==> src/rtl/write_back_pkg.sv <==
// Shared definitions for the writeback stage: selector bit positions, PC step,
// FSM state encodings and the latched commit request.
package write_back_pkg;

    localparam int WSEL_PC  = 2;
    localparam int WSEL_REG = 1;
    localparam int WSEL_FLT = 0;

    localparam logic [31:0] PC_STEP = 32'h4;

    localparam logic [0:0] ST_IDLE   = 1'b0;
    localparam logic [0:0] ST_COMMIT = 1'b1;

    typedef struct packed {
        logic [2:0]  wsel;
        logic [31:0] data;
        logic [4:0]  rd;
        logic [31:0] pc_tgt;
        logic [31:0] cur_pc;
        logic        stall;
    } wb_req_t;

endpackage

==> src/rtl/write_back_if.sv <==
// Execute-result, decode read-port and fetch handshake bundle of the writeback stage.
interface write_back_if;
    logic        enable;
    logic [2:0]  wselector;
    logic [31:0] data;
    logic [4:0]  rd;
    logic [31:0] pc_in;
    logic [31:0] cur_pc;
    logic        stall;
    logic [4:0]  rs_no;
    logic [4:0]  rt_no;
    logic        fmode1;
    logic        fmode2;
    logic [31:0] rs;
    logic [31:0] rt;
    logic [31:0] pc_next;
    logic        done;

    modport master (
        output enable, wselector, data, rd, pc_in, cur_pc, stall,
        output rs_no, rt_no, fmode1, fmode2,
        input  rs, rt, pc_next, done
    );

    modport slave (
        input  enable, wselector, data, rd, pc_in, cur_pc, stall,
        input  rs_no, rt_no, fmode1, fmode2,
        output rs, rt, pc_next, done
    );
endinterface

==> src/rtl/write_back_regfile_2r1w.sv <==
// NREG x 32 register file: two asynchronous read ports, one synchronous write port.
// ZERO_REG0=1 makes entry 0 a constant zero (writes dropped, reads return 0).
module regfile_2r1w #(
    parameter int NREG      = 32,
    parameter bit ZERO_REG0 = 1'b0
) (
    input  logic        clk,
    input  logic        rst,
    input  logic        we,
    input  logic [4:0]  waddr,
    input  logic [31:0] wdata,
    input  logic [4:0]  raddr_a,
    input  logic [4:0]  raddr_b,
    output logic [31:0] rdata_a,
    output logic [31:0] rdata_b
);

    logic [31:0] mem [NREG];

    always_ff @(posedge clk) begin
        if (rst) begin
            for (int i = 0; i < NREG; i++) begin
                mem[i] <= '0;
            end
        end else if (we && !(ZERO_REG0 && waddr == 5'd0)) begin
            mem[waddr] <= wdata;
        end
    end

    assign rdata_a = (ZERO_REG0 && raddr_a == 5'd0) ? 32'h0 : mem[raddr_a];
    assign rdata_b = (ZERO_REG0 && raddr_b == 5'd0) ? 32'h0 : mem[raddr_b];

endmodule

==> src/rtl/write_back.sv <==
// Writeback stage: commits execute results into GPR/FPR and produces the next fetch PC.
// Optional `WB_BYPASS_EN forwards the pending write to the read ports during COMMIT.
module write_back
    import write_back_pkg::*;
#(
    parameter logic [31:0] RESET_PC = 32'h0,
    parameter int          NREG     = 32
) (
    input  logic         clk,
    input  logic         rst,
    write_back_if.slave  wb
);

    logic [0:0]  state;
    wb_req_t     req_p1;
    logic [31:0] pc_next_p2;
    logic        commit;
    logic        wr_en;
    logic        gpr_we;
    logic        fpr_we;
    logic [31:0] gpr_a, gpr_b, fpr_a, fpr_b;
    logic [31:0] file_a, file_b;

    function automatic logic [31:0] next_pc(input wb_req_t r);
        if (r.stall)
            return r.cur_pc;
        else if (r.wsel[WSEL_PC])
            return r.pc_tgt;
        else
            return r.cur_pc + PC_STEP;
    endfunction

    // A reset landing in COMMIT must cancel both the write and the done pulse.
    assign commit = (state == ST_COMMIT) && !rst;
    assign wr_en  = commit && !req_p1.stall && req_p1.wsel[WSEL_REG];
    assign gpr_we = wr_en && !req_p1.wsel[WSEL_FLT];
    assign fpr_we = wr_en &&  req_p1.wsel[WSEL_FLT];

    always_ff @(posedge clk) begin
        if (rst) begin
            state      <= ST_IDLE;
            pc_next_p2 <= RESET_PC;
        end else begin
            case (state)
                ST_IDLE: begin
                    if (wb.enable)
                        state <= ST_COMMIT;
                end
                ST_COMMIT: begin
                    state      <= ST_IDLE;
                    pc_next_p2 <= next_pc(req_p1);
                end
                default: state <= ST_IDLE;
            endcase
        end
    end

    // ---- stage p1: latch the execute result while IDLE ----
    always_ff @(posedge clk) begin
        if (state == ST_IDLE && wb.enable) begin
            req_p1 <= {wb.wselector, wb.data, wb.rd, wb.pc_in & 32'hFFFF_FFFC,
                       wb.cur_pc, wb.stall};
        end
    end

    // ---- stage p2: register-file commit ----
    regfile_2r1w #(.NREG(NREG), .ZERO_REG0(1'b1)) u_gpr (
        .clk     (clk),
        .rst     (rst),
        .we      (gpr_we),
        .waddr   (req_p1.rd),
        .wdata   (req_p1.data),
        .raddr_a (wb.rs_no),
        .raddr_b (wb.rt_no),
        .rdata_a (gpr_a),
        .rdata_b (gpr_b)
    );

    regfile_2r1w #(.NREG(NREG), .ZERO_REG0(1'b0)) u_fpr (
        .clk     (clk),
        .rst     (rst),
        .we      (fpr_we),
        .waddr   (req_p1.rd),
        .wdata   (req_p1.data),
        .raddr_a (wb.rs_no),
        .raddr_b (wb.rt_no),
        .rdata_a (fpr_a),
        .rdata_b (fpr_b)
    );

    assign file_a = wb.fmode1 ? fpr_a : gpr_a;
    assign file_b = wb.fmode2 ? fpr_b : gpr_b;

`ifdef WB_BYPASS_EN
    function automatic logic byp_hit(input logic fmode, input logic [4:0] idx,
                                     input wb_req_t r);
        return (fmode == r.wsel[WSEL_FLT]) && (idx == r.rd) &&
               ((idx != 5'd0) || r.wsel[WSEL_FLT]);
    endfunction

    assign wb.rs = (wr_en && byp_hit(wb.fmode1, wb.rs_no, req_p1)) ? req_p1.data : file_a;
    assign wb.rt = (wr_en && byp_hit(wb.fmode2, wb.rt_no, req_p1)) ? req_p1.data : file_b;
`else
    assign wb.rs = file_a;
    assign wb.rt = file_b;
`endif

    assign wb.pc_next = pc_next_p2;
    assign wb.done    = commit;

endmodule

==> src/flat_wrapper.sv <==
// flat-port wrapper written by rule: the top's interface ports become plain ports
module write_back_flat import write_back_pkg::*;
#(
    parameter logic [31:0] RESET_PC = 32'h0,
    parameter int          NREG     = 32
)
  (clk, rst, wb_enable, wb_wselector, wb_data, wb_rd, wb_pc_in, wb_cur_pc, wb_stall, wb_rs_no, wb_rt_no, wb_fmode1, wb_fmode2, wb_rs, wb_rt, wb_pc_next, wb_done);
  write_back_if wb_i ();
  input  logic clk;
  input  logic rst;
  input wire logic [$bits(wb_i.enable)-1:0] wb_enable;
  input wire logic [$bits(wb_i.wselector)-1:0] wb_wselector;
  input wire logic [$bits(wb_i.data)-1:0] wb_data;
  input wire logic [$bits(wb_i.rd)-1:0] wb_rd;
  input wire logic [$bits(wb_i.pc_in)-1:0] wb_pc_in;
  input wire logic [$bits(wb_i.cur_pc)-1:0] wb_cur_pc;
  input wire logic [$bits(wb_i.stall)-1:0] wb_stall;
  input wire logic [$bits(wb_i.rs_no)-1:0] wb_rs_no;
  input wire logic [$bits(wb_i.rt_no)-1:0] wb_rt_no;
  input wire logic [$bits(wb_i.fmode1)-1:0] wb_fmode1;
  input wire logic [$bits(wb_i.fmode2)-1:0] wb_fmode2;
  output wire logic [$bits(wb_i.rs)-1:0] wb_rs;
  output wire logic [$bits(wb_i.rt)-1:0] wb_rt;
  output wire logic [$bits(wb_i.pc_next)-1:0] wb_pc_next;
  output wire logic [$bits(wb_i.done)-1:0] wb_done;
  assign wb_i.enable = wb_enable;
  assign wb_i.wselector = wb_wselector;
  assign wb_i.data = wb_data;
  assign wb_i.rd = wb_rd;
  assign wb_i.pc_in = wb_pc_in;
  assign wb_i.cur_pc = wb_cur_pc;
  assign wb_i.stall = wb_stall;
  assign wb_i.rs_no = wb_rs_no;
  assign wb_i.rt_no = wb_rt_no;
  assign wb_i.fmode1 = wb_fmode1;
  assign wb_i.fmode2 = wb_fmode2;
  assign wb_rs = wb_i.rs;
  assign wb_rt = wb_i.rt;
  assign wb_pc_next = wb_i.pc_next;
  assign wb_done = wb_i.done;
  write_back #(.RESET_PC(RESET_PC), .NREG(NREG)) u_core (.clk(clk), .rst(rst), .wb(wb_i));
endmodule
==> config.mk <==
export PLATFORM = sky130hd
export DESIGN_NAME = write_back_flat
export DESIGN_NICKNAME = d
export VERILOG_FILES = /design/src/rtl/write_back_pkg.sv /design/src/rtl/write_back_if.sv /design/src/rtl/write_back_regfile_2r1w.sv /design/src/rtl/write_back.sv /design/src/flat_wrapper.sv
export SDC_FILE = /design/constraint.sdc
export NUM_CORES = 2
export LEC_CHECK = 0
export CAP_MARGIN = 0
export CELL_PAD_IN_SITES_DETAIL_PLACEMENT = 1
export CELL_PAD_IN_SITES_GLOBAL_PLACEMENT = 2
export CORE_ASPECT_RATIO = 0.9
export CORE_MARGIN = 3
export CORE_UTILIZATION = 40
export DETAILED_ROUTE_END_ITERATION = 8
export DONT_BUFFER_PORTS = 1
export PLACE_DENSITY = 0.74
export SETUP_SLACK_MARGIN = 0.2
export SLEW_MARGIN = 15
export SYNTH_ARGS = -nofsm -noshare
export SYNTH_HDL_FRONTEND = slang
export SYNTH_SLANG_ARGS = --single-unit
==> constraint.sdc <==
create_clock -name clk -period 6.1 [get_ports clk]
set_input_delay 1.22 -clock clk [delete_from_list [all_inputs] [get_ports clk]]
set_output_delay 1.22 -clock clk [all_outputs]
set_load 0.01 [all_outputs]
==> impl_metrics.tcl <==
set metrics [dict create \
    setup_tns_ns 0 \
    async_reset_ff_frac 0 \
    hold_depth 1 \
    drt-total-wl_um 470000 \
    mostFrequentLayoutCells "edfxtp_1 (2151), and2_1 (2065), mux4_2 (757)" \
    yosys.area_share.simple 0.137 \
    drive_gt1_frac 0.206 \
    regArea_um2 65300 \
    cts_max_level 4 \
    r2r_start "u_core.state" \
    track_usage 0.308 \
    clock_path_buffers 4 \
    power_frac_seq 0.481 \
    critPathMaxStageDelay_ns 0.56 \
    rows 185 \
    internal_power_w 0.0269 \
    io-pin-count 217 \
    synth_top_family_by_area "multiplexers" \
    cts_sinks 2184 \
    finalCritPeriodShare 0.964 \
    design_area_um2 128000 \
    finalSetupViolations 0 \
    grt_max_degree 630 \
    muxShareOfSynthArea 0.201 \
    placed_area_um2 119000 \
    cts_hold_buffers 0 \
    hp-class "input pin to flip-flop" \
    routedWlPerCell_um 40.2 \
    status "finished clean" \
    finalNonFillerCells 11686 \
    grt_overflow_total 0 \
    yosysSeqAreaShare 0.571 \
    finalClockSkew_ns 0.112 \
    p_switching_w 0.00913 \
    dpl.hpwl_um 267000 \
    r2r_slack_ns 2.00 \
    die_w_um 569 \
    clkLatencyLatePin_ns 0.96 \
    synthXorXnorAreaFrac 0.0000767 \
    min-delay-start "rst" \
    whs_endpoint "u_core.wb.pc_next[26]" \
    synth-edff-count 2151 \
    path_cells "buf_16 > buf_16 > buf_16 > buf_16 > mux4_2 > a22oi_1 > nand4_1 > a211o_1" \
    crit_path_end_kind "primary output" \
    synthAdderAreaFrac 0.000110 \
    fillerInstances 27831 \
    swShare 0.253 \
    root_buffer "clkbuf_16" \
    num_vias 77514 \
    worstReg2RegEnd "u_core.u_fpr.mem[5][16]" \
    area_growth_pct 11.7 \
    grt_antenna_before_repair 53 \
    gp_congestion 0.878 \
    dieArea_um2 292000 \
    cp.arrival_ns 4.66 \
    cp.required_ns 4.88 \
    startpoint_type "input pin" \
    syn-instance-count 7923 \
    synthDistinctLibCells 70 \
    drt_iter0_drc 12560 \
    layout_commonest_cell "edfxtp_1" \
    multiInputGateArea_um2 46100 \
    worst_path_max_delay_cell "nand4_1" \
    syn_avg_cell_area_um2 14.4 \
    relSlewSlack 0.186 \
    first_pass_iters 6 \
    crit_path_frequent_cell "buf_16" \
    netlist_area_um2 114000 \
    drv_cap 0 \
    drv_slew 0 \
    ys.flop_type "edfxtp_1" \
    drc_errors 0 \
    power_frac_comb 0.105 \
    peakVddDrop_mv 0.281 \
    synth-compound-area-share 0.0589 \
    routed_via_density 6.63 \
    io_buffer_count 0 \
    cts_tree "built" \
    numCtsBuffers 244 \
    hold-worst-slack_ns 0.380 \
    power_density_nw_per_um2 282 \
    grt_pass1_vias 77626 \
    hold_viol_final 0 \
    fin_crit_ns 5.88 \
    placedCellCount 11194 \
    path_clk_slew_ns 0.06 \
    crit_type "input pin to primary output" \
    ys_ff_latch 2184 \
    layout.nets 7853 \
    die_h_um 513 \
    r2r_cells 6 \
    cp_max_fo 54 \
    yosysWarnings 0 \
    p_clk_frac 0.414 \
    fmax_mhz 170 \
    grt_first_pass_wirelength_um 630000 \
    p_leak_nw 45.6 \
    worstMarginPinSlew_ns 1.22 \
    antenna_left 0 \
    rsz0062_at_grt "false" \
    postCtsSetupRepairBufs 0 \
    core_um2 283000 \
    initial_core_util 0.403 \
]
==> repair_timing <==
action                                  in CTS  in global routing
gates resized for setup                      0                  7
endpoints found under the setup margin       0                 64
hold endpoints to repair                     0                  0
==> cell type report <==
class                      count  area share
antenna                       18    0.000353
clock buffer                 298      0.0504
clock inverter               144      0.0110
inverter                       8    0.000275
multi-input combinational   4923       0.362
sequential                  2184       0.512
tap                         3740      0.0367
timing repair buffer         371      0.0282
==> cells in the mapped netlist (all sizes together) (65+ instances only) <==
| library cell | n | share of area |
|---|---|---|
| nor2 | 107 | 0.0035 |
| a22oi | 214 | 0.014 |
| buf | 216 | 0.011 |
| o21ai | 69 | 0.0030 |
| a21oi | 166 | 0.0073 |
| edfxtp | 2151 | 0.57 |
| mux4 | 757 | 0.15 |
| a211oi | 146 | 0.0096 |
| and2 | 2068 | 0.11 |
| nand2 | 126 | 0.0041 |
| o221ai | 132 | 0.010 |
| nand3 | 77 | 0.0034 |
| clkbuf | 623 | 0.020 |
| mux2i | 582 | 0.051 |
| a22o | 65 | 0.0050 |
==> cells by family (layout without fill, tap and decap cells) <==
| kind of cell | count (synthesis) | in the layout |
|---|---|---|
| simple gates | 2603 | 2603 |
| compound gates | 939 | 939 |
| mux | 1347 | 1347 |
| flops | 2184 | 2184 |
| buf+inv | 847 | 821 |
| other cells | 1 | 50 |
| xor+xnor | 1 | 1 |
| fa+ha+maj | 1 | 1 |
==> state kept, by name, summed over array words and instances, names as in the netlist <==
register / flops
u_core.req_p1: 103
u_core.state: 1
u_core.u_fpr.mem: 1024
u_core.u_gpr.mem: 1024
u_core.wb.pc_next: 32
==> worst max-delay path by stage <==
stage,start,to,depth (start not counted)
2_1_floorplan,wb_enable,u_core.req_p1[0],1
3_3_place_gp,wb_rs_no[2],wb_rs[3],5
3_5_place_dp,wb_rs_no[2],wb_rs[14],6
4_1_cts,wb_rs_no[0],wb_rs[23],6
5_1_grt,wb_rt_no[0],wb_rt[20],7
6_report,wb_rt_no[1],wb_rt[22],8
==> metal layers <==
metal | up-vias | track usage | part of all wire
li1 | 30045 | - | -
met4 | 18 | 0.133 | 0.050
met3 | 890 | 0.0821 | 0.13
met1 | 41300 | 0.417 | 0.38
met2 | 5261 | 0.467 | 0.44
met5 | - | 0 | 0.00027
==> power groups by stage <==
stage / registers [W] / logic (W) / clock network, W
3_3_place_gp: 0.0176 / 0.00324 / 0
3_5_place_dp: 0.0176 / 0.00328 / 0
4_1_cts: 0.0173 / 0.00329 / 0.0150
6_report: 0.0173 / 0.00377 / 0.0149
5_1_grt: 0.0174 / 0.00386 / 0.0156
2_1_floorplan: 0.0175 / 0.00217 / 0
==> stage by stage <==
step / total power (W) / utilization / setup slack [ns]
6_report: 0.0360 / 0.450 / 0.222
3_5_place_dp: 0.0209 / 0.419 / 0.593
5_1_grt: 0.0369 / 0.450 / 0.259
4_1_cts: 0.0356 / 0.447 / 0.569
2_1_floorplan: 0.0197 / - / 1.74
3_3_place_gp: 0.0208 / 0.419 / 0.474
==> worst max-delay path: cells and delay by family <==
family / cells / cell delay (ns)
multiplexers: 1 / 0.44
buffers and inverters: 4 / 1.10
AO/OA/AOI/OAI: 2 / 1.02
AND/OR/NAND/NOR: 1 / 0.56
No activity file was read; power rests on OpenSTA's default activity.
